## config.mk

```make
export PLATFORM = sky130hd
export DESIGN_NAME = reg_file_mp_flat
export DESIGN_NICKNAME = d
export VERILOG_FILES = /design/src/rtl/reg_file_mp_if.sv /design/src/rtl/reg_file_mp.sv /design/src/flat_wrapper.sv
export SDC_FILE = /design/constraint.sdc
export NUM_CORES = 1
export LEC_CHECK = 0
export BUFFER_PORTS_ARGS = -buffer_cell sky130_fd_sc_hd__buf_2
export CORE_ASPECT_RATIO = 1.25
export CORE_MARGIN = 2
export CORE_UTILIZATION = 35
export CTS_CLUSTER_SIZE = 10
export DETAILED_ROUTE_END_ITERATION = 6
export GPL_TIMING_DRIVEN = 0
export RECOVER_POWER = 100
export SLEW_MARGIN = 10
export SYNTH_ARGS = -nofsm -noshare
export SYNTH_HDL_FRONTEND = slang
export SYNTH_SLANG_ARGS = --single-unit
export TNS_END_PERCENT = 1
```

## constraint.sdc

```tcl
create_clock -name clk -period 2.6 [get_ports clk]
set_input_delay 0.52 -clock clk [delete_from_list [all_inputs] [get_ports clk]]
set_output_delay 0.52 -clock clk [all_outputs]
set_load 0.03 [all_outputs]
```

## src/rtl/reg_file_mp_if.sv

```systemverilog
// reg_file_mp_if: write, read, and scoreboard bus for the multi-port register file.
interface reg_file_mp_if #(
  parameter int DATA_W = 4,
  parameter int DEPTH = 8,
  parameter int NUM_RD = 2,
  localparam int ADDR_W = $clog2(DEPTH)
);
  logic                     wr0_en;
  logic [ADDR_W-1:0]        wr0_addr;
  logic [DATA_W-1:0]        wr0_data;
  logic                     wr1_en;
  logic [ADDR_W-1:0]        wr1_addr;
  logic [DATA_W-1:0]        wr1_data;
  logic [NUM_RD*ADDR_W-1:0] rd_addr;
  logic [NUM_RD*DATA_W-1:0] rd_data;
  logic [NUM_RD-1:0]        rd_busy;
  logic                     sb_set_en;
  logic [ADDR_W-1:0]        sb_set_addr;
  logic                     any_busy;
  modport master (
    output wr0_en, wr0_addr, wr0_data, wr1_en, wr1_addr, wr1_data,
    output rd_addr, sb_set_en, sb_set_addr,
    input  rd_data, rd_busy, any_busy
  );
  modport slave (
    input  wr0_en, wr0_addr, wr0_data, wr1_en, wr1_addr, wr1_data,
    input  rd_addr, sb_set_en, sb_set_addr,
    output rd_data, rd_busy, any_busy
  );
endinterface

```

## src/rtl/reg_file_mp.sv

```systemverilog
// reg_file_mp: 2-write/N-read register file with write-first forwarding and busy scoreboard.
// Define REG_FILE_MP_ZERO_REG_EN to hardwire register 0 to zero (never busy).
module reg_file_mp #(
  parameter int DATA_W = 4,
  parameter int DEPTH = 8,
  parameter int NUM_RD = 2,
  localparam int ADDR_W = $clog2(DEPTH)
) (
  input logic clk,
  input logic reset,
  reg_file_mp_if.slave bus
);
  logic [DATA_W-1:0] mem [DEPTH];
  logic [DATA_W-1:0] mem_nxt [DEPTH];
  logic [DEPTH-1:0] busy, busy_nxt, wr0_hit, wr1_hit, set_hit;
  assign wr0_hit = DEPTH'(bus.wr0_en) << bus.wr0_addr;
  assign wr1_hit = DEPTH'(bus.wr1_en) << bus.wr1_addr;
  assign set_hit = DEPTH'(bus.sb_set_en) << bus.sb_set_addr;
  // Next-state arrays feed both the state registers and the read ports, giving write-first reads.
  always_comb begin
    for (int i = 0; i < DEPTH; i++) begin
      mem_nxt[i] = wr1_hit[i] ? bus.wr1_data : wr0_hit[i] ? bus.wr0_data : mem[i];
      busy_nxt[i] = set_hit[i] | (busy[i] & ~(wr0_hit[i] | wr1_hit[i]));
    end
`ifdef REG_FILE_MP_ZERO_REG_EN
    mem_nxt[0] = '0;
    busy_nxt[0] = 1'b0;
`endif
  end
  always_ff @(posedge clk) begin
    if (reset) begin
      for (int i = 0; i < DEPTH; i++) mem[i] <= '0;
      busy <= '0;
      bus.rd_data <= '0;
      bus.rd_busy <= '0;
      bus.any_busy <= 1'b0;
    end else begin
      for (int i = 0; i < DEPTH; i++) mem[i] <= mem_nxt[i];
      busy <= busy_nxt;
      for (int k = 0; k < NUM_RD; k++) begin
        bus.rd_data[k*DATA_W +: DATA_W] <= mem_nxt[bus.rd_addr[k*ADDR_W +: ADDR_W]];
        bus.rd_busy[k] <= busy_nxt[bus.rd_addr[k*ADDR_W +: ADDR_W]];
      end
      bus.any_busy <= |busy_nxt;
    end
  end
endmodule
```

## src/flat_wrapper.sv

```systemverilog
// flat-port wrapper written by rule: the top's interface ports become plain ports
module reg_file_mp_flat 
#(
  parameter int DATA_W = 4,
  parameter int DEPTH = 8,
  parameter int NUM_RD = 2,
  localparam int ADDR_W = $clog2(DEPTH)
)
  (clk, reset, bus_wr0_en, bus_wr0_addr, bus_wr0_data, bus_wr1_en, bus_wr1_addr, bus_wr1_data, bus_rd_addr, bus_sb_set_en, bus_sb_set_addr, bus_rd_data, bus_rd_busy, bus_any_busy);
  reg_file_mp_if #(.DATA_W(DATA_W), .DEPTH(DEPTH), .NUM_RD(NUM_RD)) bus_i ();
  input logic clk;
  input logic reset;
  input wire logic [$bits(bus_i.wr0_en)-1:0] bus_wr0_en;
  input wire logic [$bits(bus_i.wr0_addr)-1:0] bus_wr0_addr;
  input wire logic [$bits(bus_i.wr0_data)-1:0] bus_wr0_data;
  input wire logic [$bits(bus_i.wr1_en)-1:0] bus_wr1_en;
  input wire logic [$bits(bus_i.wr1_addr)-1:0] bus_wr1_addr;
  input wire logic [$bits(bus_i.wr1_data)-1:0] bus_wr1_data;
  input wire logic [$bits(bus_i.rd_addr)-1:0] bus_rd_addr;
  input wire logic [$bits(bus_i.sb_set_en)-1:0] bus_sb_set_en;
  input wire logic [$bits(bus_i.sb_set_addr)-1:0] bus_sb_set_addr;
  output wire logic [$bits(bus_i.rd_data)-1:0] bus_rd_data;
  output wire logic [$bits(bus_i.rd_busy)-1:0] bus_rd_busy;
  output wire logic [$bits(bus_i.any_busy)-1:0] bus_any_busy;
  assign bus_i.wr0_en = bus_wr0_en;
  assign bus_i.wr0_addr = bus_wr0_addr;
  assign bus_i.wr0_data = bus_wr0_data;
  assign bus_i.wr1_en = bus_wr1_en;
  assign bus_i.wr1_addr = bus_wr1_addr;
  assign bus_i.wr1_data = bus_wr1_data;
  assign bus_i.rd_addr = bus_rd_addr;
  assign bus_i.sb_set_en = bus_sb_set_en;
  assign bus_i.sb_set_addr = bus_sb_set_addr;
  assign bus_rd_data = bus_i.rd_data;
  assign bus_rd_busy = bus_i.rd_busy;
  assign bus_any_busy = bus_i.any_busy;
  reg_file_mp #(.DATA_W(DATA_W), .DEPTH(DEPTH), .NUM_RD(NUM_RD)) u_core (.clk(clk), .reset(reset), .bus(bus_i));
endmodule
```

==> flow_metrics.env, run 1 <==
export IMPL_synth_seq_area_share_pct=32.33
export IMPL_slew_violations=0
export IMPL_status="complete, no violations"
export IMPL_place_gp_congestion=0.9733
export IMPL_clock_latency_ns=0.32
export IMPL_synth_seq_cells=51
export IMPL_drc=0
export IMPL_clock_fmax_mhz=407.7
export IMPL_max_slew_margin_pct=39.72
export IMPL_p_switching_w=0.0005270
export IMPL_drt_wl_total_mm=10.25
export IMPL_grt_usage_pct=21.85
export IMPL_cp_slowest_cell="nor4b_2"
export IMPL_syn_instance_count=370
export IMPL_num_io_pins=39
export IMPL_cts_max_path_buffers=2
export IMPL_drv_cap=0
export IMPL_vias=3063
export IMPL_syn_avg_cell_area_um2=8.535
export IMPL_clock_sinks=51
export IMPL_cts_inserted_buffers=5
export IMPL_grt_pass1_wl_mm=15.65
export IMPL_synth_warnings=0
export IMPL_min_period_ns=2.453
export IMPL_cpPeakStageDelay_ns=0.79
export IMPL_num_nets_final=433
export IMPL_worstPathArrival_ns=2.68
export IMPL_cts_resized_gates=0
export IMPL_initial_core_util_pct=36.10
export IMPL_cp_end_kind="register"
export IMPL_post_dp_hpwl_mm=7.262
export IMPL_grt_ovfl_total=0
export IMPL_dieArea_mm2=0.009803
export IMPL_cts_post_setup_buffers_inserted=0
export IMPL_dp_cells=518
export IMPL_cts_hold_buf=0
export IMPL_rsz0062_at_grt="no"
export IMPL_power_frac_clock_pct=26.8
export IMPL_cts_root_buf="clkbuf_8"
export IMPL_ys_flop_type="dfxtp_1"
export IMPL_path_cells="clkbuf_1, nor4b_2, mux2_4, mux2i_1, mux2_2, a211o_1, a221oi_2"
export IMPL_hp_class="primary input to register"
export IMPL_synth_nets=398
export IMPL_setup_tns_ns=0
export IMPL_netlist_area_mm2=0.003158
export IMPL_skew_ns=0.006532
export IMPL_combPwrFrac_pct=23.4
export IMPL_synth_edff_count=0
export IMPL_core_mm2=0.008748
export IMPL_syn_to_final_growth_pct=10.26
export IMPL_layout_drive_gt1_share_pct=12.62
export IMPL_portBuffers=28
export IMPL_synth_cell_types=55
export IMPL_grt_pass1_vias=2805
export IMPL_cts_tree="yes"
export IMPL_worstSetupStartpointType="primary input"
export IMPL_stdcell_count=524
export IMPL_grt_max_degree=14
export IMPL_drt_iter0_markers=378
export IMPL_rows=38
export IMPL_worstSetupPathType="primary input to register"
export IMPL_hold_viol_final=0
export IMPL_die_w_um=88.96
export IMPL_sw_frac_of_total_pct=31.59
export IMPL_worstPathMaxFanout=10
export IMPL_fin_crit_sh_pct=94.33
export IMPL_htree_num_levels=2
export IMPL_cts_reportedPaths_clkPinSlew_ns=0.08
export IMPL_die_h_um=110.2
export IMPL_internal_power_w=0.001141
export IMPL_wl_per_cell_um=19.55
export IMPL_power_density_mw_per_mm2=479.1
export IMPL_worstMarginPinSlew_ns=0.9019
export IMPL_ant_nets=0
export IMPL_final_fill_count=939
export IMPL_required_ns=2.83
export IMPL_sequentialPowerShare_pct=49.8
export IMPL_async_reset_ff_share_pct=0
export IMPL_worst_ir_drop_vdd_uv=167.9
export IMPL_p_leak_nw=1.412
export IMPL_antenna_found_initial=0
export IMPL_drtPass1Iterations=6
export IMPL_diodes=0
export IMPL_routed_via_density=5.845
export IMPL_setup_viol=0
path summary, 6_finish.rpt:
check	startpoint	end	slack [ns]	depth (start not counted)
max	bus_wr0_addr[1]	u_core.bus.rd_data[0]$_SDFF_PP0_	0.15	7
min	bus_rd_addr[1]	u_core.bus.rd_data[0]$_SDFF_PP0_	0.54	2
max reg2reg	u_core.mem[0][15]$_SDFF_PP0_	u_core.bus.rd_data[3]$_SDFF_PP0_	1.13	5
min reg2reg	u_core.busy[1]$_SDFF_PP0_	u_core.busy[1]$_SDFF_PP0_	0.57	2
layout make-up:
class                   count  area [um^2]  area share [%]
inverters                   7        26.28          0.7546
flip-flops and latches     51         1021           29.32
repair buffers             28        126.4           3.629
plain buffers              32        141.4           4.060
multi-input cells         280         1944           55.84
well taps                 120        150.1           4.312
clock buffers               6        72.57           2.084
state kept, by name, summed over array words and instances, names as in the netlist:
| name | cells |
|---|---|
| u_core.bus.rd_busy | 2 |
| u_core.mem | 32 |
| u_core.bus.any_busy | 1 |
| u_core.bus.rd_data | 8 |
| u_core.busy | 8 |
layout by cell type (no fill, tap or decap), types with 6 or more instances in the layout:
master and count:
o21ai_0 18, a21oi_1 25, nor2b_1 8, and2_1 8
nand2_1 17, and2_0 6, mux2i_1 33, mux2_2 11
a211oi_1 6, nor2_1 58, buf_2 22, a32oi_1 7
inv_1 6, clkbuf_1 37, dfxtp_1 51
metrics by stage:
step | hold slack (ns) | util [%] | worst slack [ns] | area [um^2] | power [W]
3_3_place_gp | 0.5285 | 39.42 | 0.02368 | 3448 | 0.001237
2_1_floorplan | 0.4886 | - | 0.4606 | 3158 | 0.001122
6_report | 0.5397 | 39.80 | 0.1474 | 3482 | 0.001668
3_5_place_dp | 0.5446 | 39.42 | 0.02399 | 3448 | 0.001240
5_1_grt | 0.5317 | 39.80 | 0.06411 | 3482 | 0.001746
4_1_cts | 0.5249 | 40.25 | 0.3538 | 3521 | 0.001679
cell usage after synthesis (6+ instances only):
master | count | area share [%]
buf_2 | 9 | 1.4
a32oi_1 | 7 | 1.9
dfxtp_1 | 51 | 32
nor2b_1 | 8 | 1.6
clkbuf_1 | 19 | 2.3
mux2_2 | 12 | 4.3
inv_1 | 6 | 0.71
a21oi_1 | 25 | 4.0
and2_1 | 14 | 2.8
o21ai_0 | 18 | 2.9
a211oi_1 | 6 | 1.4
nand2_1 | 17 | 2.0
mux2i_1 | 32 | 10
nor2_1 | 58 | 6.9
power by group through the flow:
stage | registers, W | clock network, W | logic, W
after floorplan | 0.000877 | 0 | 0.000245
after global placement | 0.000848 | 0 | 0.000389
after detailed placement | 0.000849 | 0 | 0.000391
after CTS | 0.000831 | 0.000455 | 0.000393
after global routing | 0.000835 | 0.000488 | 0.000423
final | 0.000831 | 0.000447 | 0.000390
layer usage:
layer | track usage, % | vias up | share of wire [%]
li1 | - | 1432 | -
met1 | 27.10 | 1452 | 41
met2 | 35.34 | 148 | 47
met3 | 4.542 | 31 | 7.1
met4 | 11.62 | 0 | 4.3
met5 | 0 | - | 0
kinds of logic after synthesis:
kind of cell,Yosys count,share of synthesized area (%)
mux,51,18.90
flops,51,32.33
simple gates,135,23.02
buf+inv,39,5.705
compound gates,93,19.77
xor+xnor,1,0.2774
worst max-delay path: cells and delay by family:
family                 cells  cell delay [ns]
and+or+nand+nor            1             0.79
muxes                      3             0.70
AOI/OAI and AO/OA          2             0.47
buffers and inverters      1             0.19
No activity file was read; power rests on OpenSTA's default activity.
==> run 2, diff against run 1 <==
--- a/config.mk
+++ b/config.mk
@@ -11,7 +11,6 @@
 export CORE_UTILIZATION = 35
 export CTS_CLUSTER_SIZE = 10
 export DETAILED_ROUTE_END_ITERATION = 6
-export GPL_TIMING_DRIVEN = 0
 export RECOVER_POWER = 100
 export SLEW_MARGIN = 10
 export SYNTH_ARGS = -nofsm -noshare
==> run 2 against run 1 <==
Flip-flop and latch count unchanged. Clock skew down 0.00075 ns. Non-clock buffer count down 2. Largest cell class unchanged.
==> flow_metrics.env, run 2 (same netlist as run 1, synthesis figures left out) <==
export IMPL_clock_sinks=51
export IMPL_fin_crit_sh_pct=87.20
export IMPL_power_w=0.001904
export IMPL_regMostFlops="u_core.mem"
export IMPL_wl_per_cell_um=19.37
export IMPL_drc=0
export IMPL_path_cells="clkbuf_1, nand4b_1, clkbuf_1, a32oi_1, mux4_2, a211oi_1"
export IMPL_rsz0062_at_grt="no"
export IMPL_cts_resized_gates=0
export IMPL_reg2reg_to="u_core.bus.rd_data[3]$_SDFF_PP0_"
export IMPL_grt_busiest_layer="met2"
export IMPL_drt_wl_total_mm=10.15
export IMPL_path_buf_inv=2
export IMPL_portBuffers=38
export IMPL_die_w_um=88.96
export IMPL_cts_root_buf="clkbuf_8"
export IMPL_num_io_pins=39
export IMPL_cpLargestDelayFamily="buffers and inverters"
export IMPL_ant_nets=0
export IMPL_grt_pass1_wl_mm=15.48
export IMPL_p_leak_nw=1.494
export IMPL_sequentialPowerShare_pct=43.7
export IMPL_gr_usage_met3_pct=3.127
export IMPL_max_slew_margin_pct=53.13
export IMPL_cts_max_path_buffers=2
export IMPL_cts_hold_buf=0
export IMPL_sw_frac_of_total_pct=29.06
export IMPL_internal_power_w=0.001351
export IMPL_reg_top3="u_core.mem x32, u_core.bus.rd_data x8, u_core.busy x8"
export IMPL_hold_depth=2
export IMPL_die_h_um=110.2
export IMPL_htree_num_levels=2
export IMPL_stdcell_count=524
export IMPL_hp_class="primary input to register"
export IMPL_r2r_setup_slack_ns=1.13
export IMPL_cts_post_setup_buffers_inserted=0
export IMPL_worstSetupStartpointType="primary input"
export IMPL_slew_violations=0
export IMPL_post_dp_hpwl_mm=7.347
export IMPL_status="complete, no violations"
export IMPL_reg2reg_from="u_core.mem[0][31]$_SDFF_PP0_"
export IMPL_cp_slowest_cell="clkbuf_1"
export IMPL_clock_latency_ns=0.32
export IMPL_dp_cells=516
export IMPL_antenna_found_initial=0
export IMPL_cpPeakStageDelay_ns=0.55
export IMPL_grt_met1_usage_pct=26.37
export IMPL_grt_usage_pct=21.54
export IMPL_crit_top_cell="clkbuf_1"
export IMPL_drv_cap=0
export IMPL_use_met2_pct=35.66
export IMPL_skew_ns=0.005777
export IMPL_worstMarginPinSlew_ns=0.7031
export IMPL_cts_reportedPaths_clkPinSlew_ns=0.10
export IMPL_cp_end_kind="register"
export IMPL_worstPathArrival_ns=2.52
export IMPL_required_ns=2.85
export IMPL_p_switching_w=0.0005535
export IMPL_power_frac_clock_pct=35.7
export IMPL_largest_register_ffs=32
export IMPL_layout_drive_gt1_share_pct=16.34
export IMPL_core_mm2=0.008748
export IMPL_cts_inserted_buffers=5
export IMPL_drt_iter0_markers=249
export IMPL_num_nets_final=431
export IMPL_min_period_ns=2.267
export IMPL_worstPathMaxFanout=11
export IMPL_clock_fmax_mhz=441.1
export IMPL_layout_cells_most_common="nor2_1"
export IMPL_hold_viol_final=0
export IMPL_holdPathEnd="u_core.mem[0][26]$_SDFF_PP0_"
export IMPL_setup_viol=0
export IMPL_power_density_mw_per_mm2=531.6
export IMPL_worstSetupPathType="primary input to register"
export IMPL_combPwrFrac_pct=20.6
export IMPL_initial_core_util_pct=36.10
export IMPL_diodes=0
export IMPL_ff2ff_path_depth=5
export IMPL_dieArea_mm2=0.009803
export IMPL_grt_ovfl_total=0
export IMPL_place_gp_congestion=0.8888
export IMPL_cts_tree="yes"
export IMPL_routed_via_density=5.756
export IMPL_worst_ir_drop_vdd_uv=237.2
export IMPL_mostFrequentLayoutCells="nor2_1 (58), dfxtp_1 (51), mux2i_1 (33), a21oi_1 (25), buf_2 (25)"
export IMPL_grt_max_degree=27
export IMPL_grt_pass1_vias=2874
export IMPL_min_delay_start="reset"
export IMPL_rows=38
export IMPL_drtPass1Iterations=5
export IMPL_vias=3016
export IMPL_hold_ws_ns=0.5344
export IMPL_setup_tns_ns=0
export IMPL_syn_to_final_growth_pct=13.43
run 2: power groups by stage:
stage | sequential (W) | clock [W] | combinational, W
floorplan | 0.000877 | 0 | 0.000245
global placement | 0.000849 | 0 | 0.000391
detailed placement | 0.000850 | 0 | 0.000396
CTS | 0.000832 | 0.000687 | 0.000397
global route | 0.000837 | 0.000719 | 0.000425
finish | 0.000832 | 0.000679 | 0.000393
run 2: stage by stage:
step | utilization, % | area [um^2] | setup slack (ns)
final | 40.95 | 3582 | 0.3329
after CTS | 41.46 | 3627 | 0.5064
after detailed placement | 39.95 | 3495 | 0.1537
after global routing | 40.95 | 3582 | 0.2609
after global placement | 39.95 | 3495 | 0.1837
after floorplan | - | 3158 | 0.4606
run 2: layout make-up:
| type | instances | area [um^2] |
|---|---|---|
| Fill cell | 946 | 5166 |
| Clock inverter | 2 | 60.06 |
| Multi-Input combinational cell | 280 | 1947 |
| Timing Repair Buffer | 58 | 305.3 |
| Inverter | 7 | 26.28 |
| Clock buffer | 6 | 72.57 |
| Tap cell | 120 | 150.1 |
| Sequential cell | 51 | 1021 |
run 2: metal layers:
metal	part of all wire [%]	up-vias
met5	0	-
met4	4.6	0
met3	4.8	32
met2	48	117
met1	43	1441
li1	-	1426
run 2: worst max-delay path by stage:
stage / startpoint / end / slack (ns) / cells past startpoint
after floorplan: bus_wr1_addr[0] / u_core.bus.rd_busy[1]$_SDFF_PP0_ / 0.46 / 6
after global placement: bus_wr1_addr[0] / u_core.bus.rd_busy[0]$_SDFF_PP0_ / 0.18 / 6
after detailed placement: bus_wr1_addr[0] / u_core.bus.rd_busy[0]$_SDFF_PP0_ / 0.15 / 6
after CTS: bus_wr1_addr[0] / u_core.bus.rd_busy[0]$_SDFF_PP0_ / 0.51 / 6
after global routing: bus_wr0_addr[1] / u_core.bus.rd_data[3]$_SDFF_PP0_ / 0.26 / 7
final: bus_wr1_addr[2] / u_core.bus.rd_busy[0]$_SDFF_PP0_ / 0.33 / 6
==> run 3, diff against run 2 <==
--- a/config.mk
+++ b/config.mk
@@ -5,12 +5,13 @@
 export SDC_FILE = /design/constraint.sdc
 export NUM_CORES = 1
 export LEC_CHECK = 0
-export BUFFER_PORTS_ARGS = -buffer_cell sky130_fd_sc_hd__buf_2
+export BUFFER_PORTS_ARGS = -buffer_cell sky130_fd_sc_hd__clkbuf_2
 export CORE_ASPECT_RATIO = 1.25
 export CORE_MARGIN = 2
-export CORE_UTILIZATION = 35
+export CORE_UTILIZATION = 55
 export CTS_CLUSTER_SIZE = 10
 export DETAILED_ROUTE_END_ITERATION = 6
+export PLACE_DENSITY = 0.76
 export RECOVER_POWER = 100
 export SLEW_MARGIN = 10
 export SYNTH_ARGS = -nofsm -noshare
==> run 3 against run 2 <==
Via count is 0.56% higher. Die area is 35% lower. Worst setup slack worse by 0.014 ns. Largest power group unchanged. Total power is 11% lower. Sequential power hardly changed. Final area is 3.1% lower. First-iteration DRC count is 50% higher. Sequential share of layout area is 0.91 points higher. Non-clock buffer count is 1 higher.
==> flow_metrics.env, run 3 (same netlist as run 1, synthesis figures left out) <==
export IMPL_hold_depth=2
export IMPL_routed_via_density=6.481
export IMPL_cpLargestDelayFamily="buffers and inverters"
export IMPL_crit_top_cell="clkbuf_1"
export IMPL_r2r_setup_slack_ns=1.11
export IMPL_cts_post_setup_buffers_inserted=0
export IMPL_skew_ns=0.007181
export IMPL_reg_top3="u_core.mem x32, u_core.bus.rd_data x8, u_core.busy x8"
export IMPL_vias=3033
export IMPL_rsz0062_at_grt="no"
export IMPL_crit_cells=7
export IMPL_grt_usage_pct=29.89
export IMPL_hold_viol_final=0
export IMPL_min_delay_start="reset"
export IMPL_reg2reg_from="u_core.mem[0][31]$_SDFF_PP0_"
export IMPL_power_density_mw_per_mm2=489.5
export IMPL_ant_nets=0
export IMPL_rows=30
export IMPL_syn_to_final_growth_pct=9.905
export IMPL_cts_root_buf="clkbuf_8"
export IMPL_drv_cap=0
export IMPL_cts_max_path_buffers=2
export IMPL_reg2reg_to="u_core.bus.rd_data[3]$_SDFF_PP0_"
export IMPL_grt_pass1_wl_mm=14.43
export IMPL_fin_crit_sh_pct=87.74
export IMPL_largest_register_ffs=32
export IMPL_regMostFlops="u_core.mem"
export IMPL_dieArea_mm2=0.006368
export IMPL_p_leak_nw=1.486
export IMPL_cts_hold_buf=0
export IMPL_setup_viol=0
export IMPL_layout_drive_gt1_share_pct=16.34
export IMPL_grt_max_degree=30
export IMPL_num_nets_final=432
export IMPL_die_h_um=88.72
export IMPL_worstSetupStartpointType="primary input"
export IMPL_status="complete, no violations"
export IMPL_grt_ovfl_total=0
export IMPL_clock_fmax_mhz=438.3
export IMPL_setup_tns_ns=0
export IMPL_worst_ir_drop_vdd_uv=240.7
export IMPL_place_gp_congestion=0.9383
export IMPL_slew_violations=0
export IMPL_worstPathMaxFanout=11
export IMPL_cts_tree="yes"
export IMPL_path_cells="clkbuf_1, nand4b_1, clkbuf_1, a21oi_1, mux4_2, a22o_1, nor2_1"
export IMPL_hold_ws_ns=0.5299
export IMPL_cp_end_kind="register"
export IMPL_clock_latency_ns=0.31
export IMPL_num_io_pins=39
export IMPL_diodes=0
export IMPL_ff2ff_path_depth=5
export IMPL_wl_per_cell_um=19.80
export IMPL_hp_class="primary input to register"
export IMPL_antenna_found_initial=0
export IMPL_layout_cells_most_common="nor2_1"
export IMPL_cts_reportedPaths_clkPinSlew_ns=0.09
export IMPL_drt_iter0_markers=373
export IMPL_cts_resized_gates=0
export IMPL_max_slew_margin_pct=60.24
export IMPL_drt_wl_total_mm=9.266
export IMPL_drc=0
export IMPL_mostFrequentLayoutCells="nor2_1 (58), dfxtp_1 (51), mux2i_1 (33), a21oi_1 (25), clkbuf_2 (25)"
export IMPL_holdPathEnd="u_core.mem[0][6]$_SDFF_PP0_"
export IMPL_clock_sinks=51
export IMPL_cp_slowest_cell="mux4_2"
export IMPL_grt_pass1_vias=2710
export IMPL_htree_num_levels=2
export IMPL_required_ns=2.85
export IMPL_worstMarginPinSlew_ns=0.5952
export IMPL_core_mm2=0.005480
export IMPL_worstSetupPathType="primary input to register"
export IMPL_cpPeakStageDelay_ns=0.51
export IMPL_die_w_um=71.78
export IMPL_worstPathArrival_ns=2.53
export IMPL_min_period_ns=2.281
export IMPL_portBuffers=38
export IMPL_cts_inserted_buffers=5
export IMPL_initial_core_util_pct=57.63
export IMPL_post_dp_hpwl_mm=6.623
export IMPL_path_buf_inv=2
export IMPL_drtPass1Iterations=5
[run 3: routing by layer]
metal / track usage [%] / routed length, um
met1: 39.23 / 3763
met4: 15.61 / 372
met2: 47.47 / 4280
met3: 4.784 / 850
met5: 0 / 0
[run 3: how the worst max path moves through the flow]
stage | startpoint | endpoint | slack [ns]
6_report | bus_wr1_addr[2] | u_core.bus.rd_data[3]$_SDFF_PP0_ | 0.32
4_1_cts | bus_wr1_addr[2] | u_core.bus.rd_data[0]$_SDFF_PP0_ | 0.46
2_1_floorplan | bus_wr1_addr[0] | u_core.bus.rd_busy[1]$_SDFF_PP0_ | 0.46
5_1_grt | bus_wr1_addr[2] | u_core.bus.rd_data[3]$_SDFF_PP0_ | 0.23
3_5_place_dp | bus_wr1_addr[2] | u_core.bus.rd_data[0]$_SDFF_PP0_ | 0.17
3_3_place_gp | bus_wr1_addr[2] | u_core.bus.rd_busy[0]$_SDFF_PP0_ | 0.22
[run 3: area by class of cell]
type                            count  area, um^2
Clock buffer                        6       82.58
Timing Repair Buffer               59       309.0
Tap cell                           64       80.08
Multi-Input combinational cell    280        1947
Fill cell                         510        2009
Clock inverter                      1       5.005
Sequential cell                    51        1021
Inverter                            7       26.28
[run 3: where the power goes]
group          total (W)  leakage, nW  switching, W  internal (W)
Combinational   0.000385         1.02      0.000242      0.000143
Clock           0.000482       0.0470      0.000272      0.000210
Sequential      0.000832        0.417     0.0000109      0.000821
[run 3: per-stage QoR]
step	power, W	worst slack, ns	util, %	area, um^2	cells
CTS	0.001695	0.4644	64.22	3520	468
finish	0.001699	0.3187	63.33	3471	468
floorplan	0.001122	0.4606	-	3158	370
global placement	0.001228	0.2208	62.63	3432	461
global route	0.001762	0.2307	63.33	3471	468
detailed placement	0.001235	0.1749	62.63	3432	461
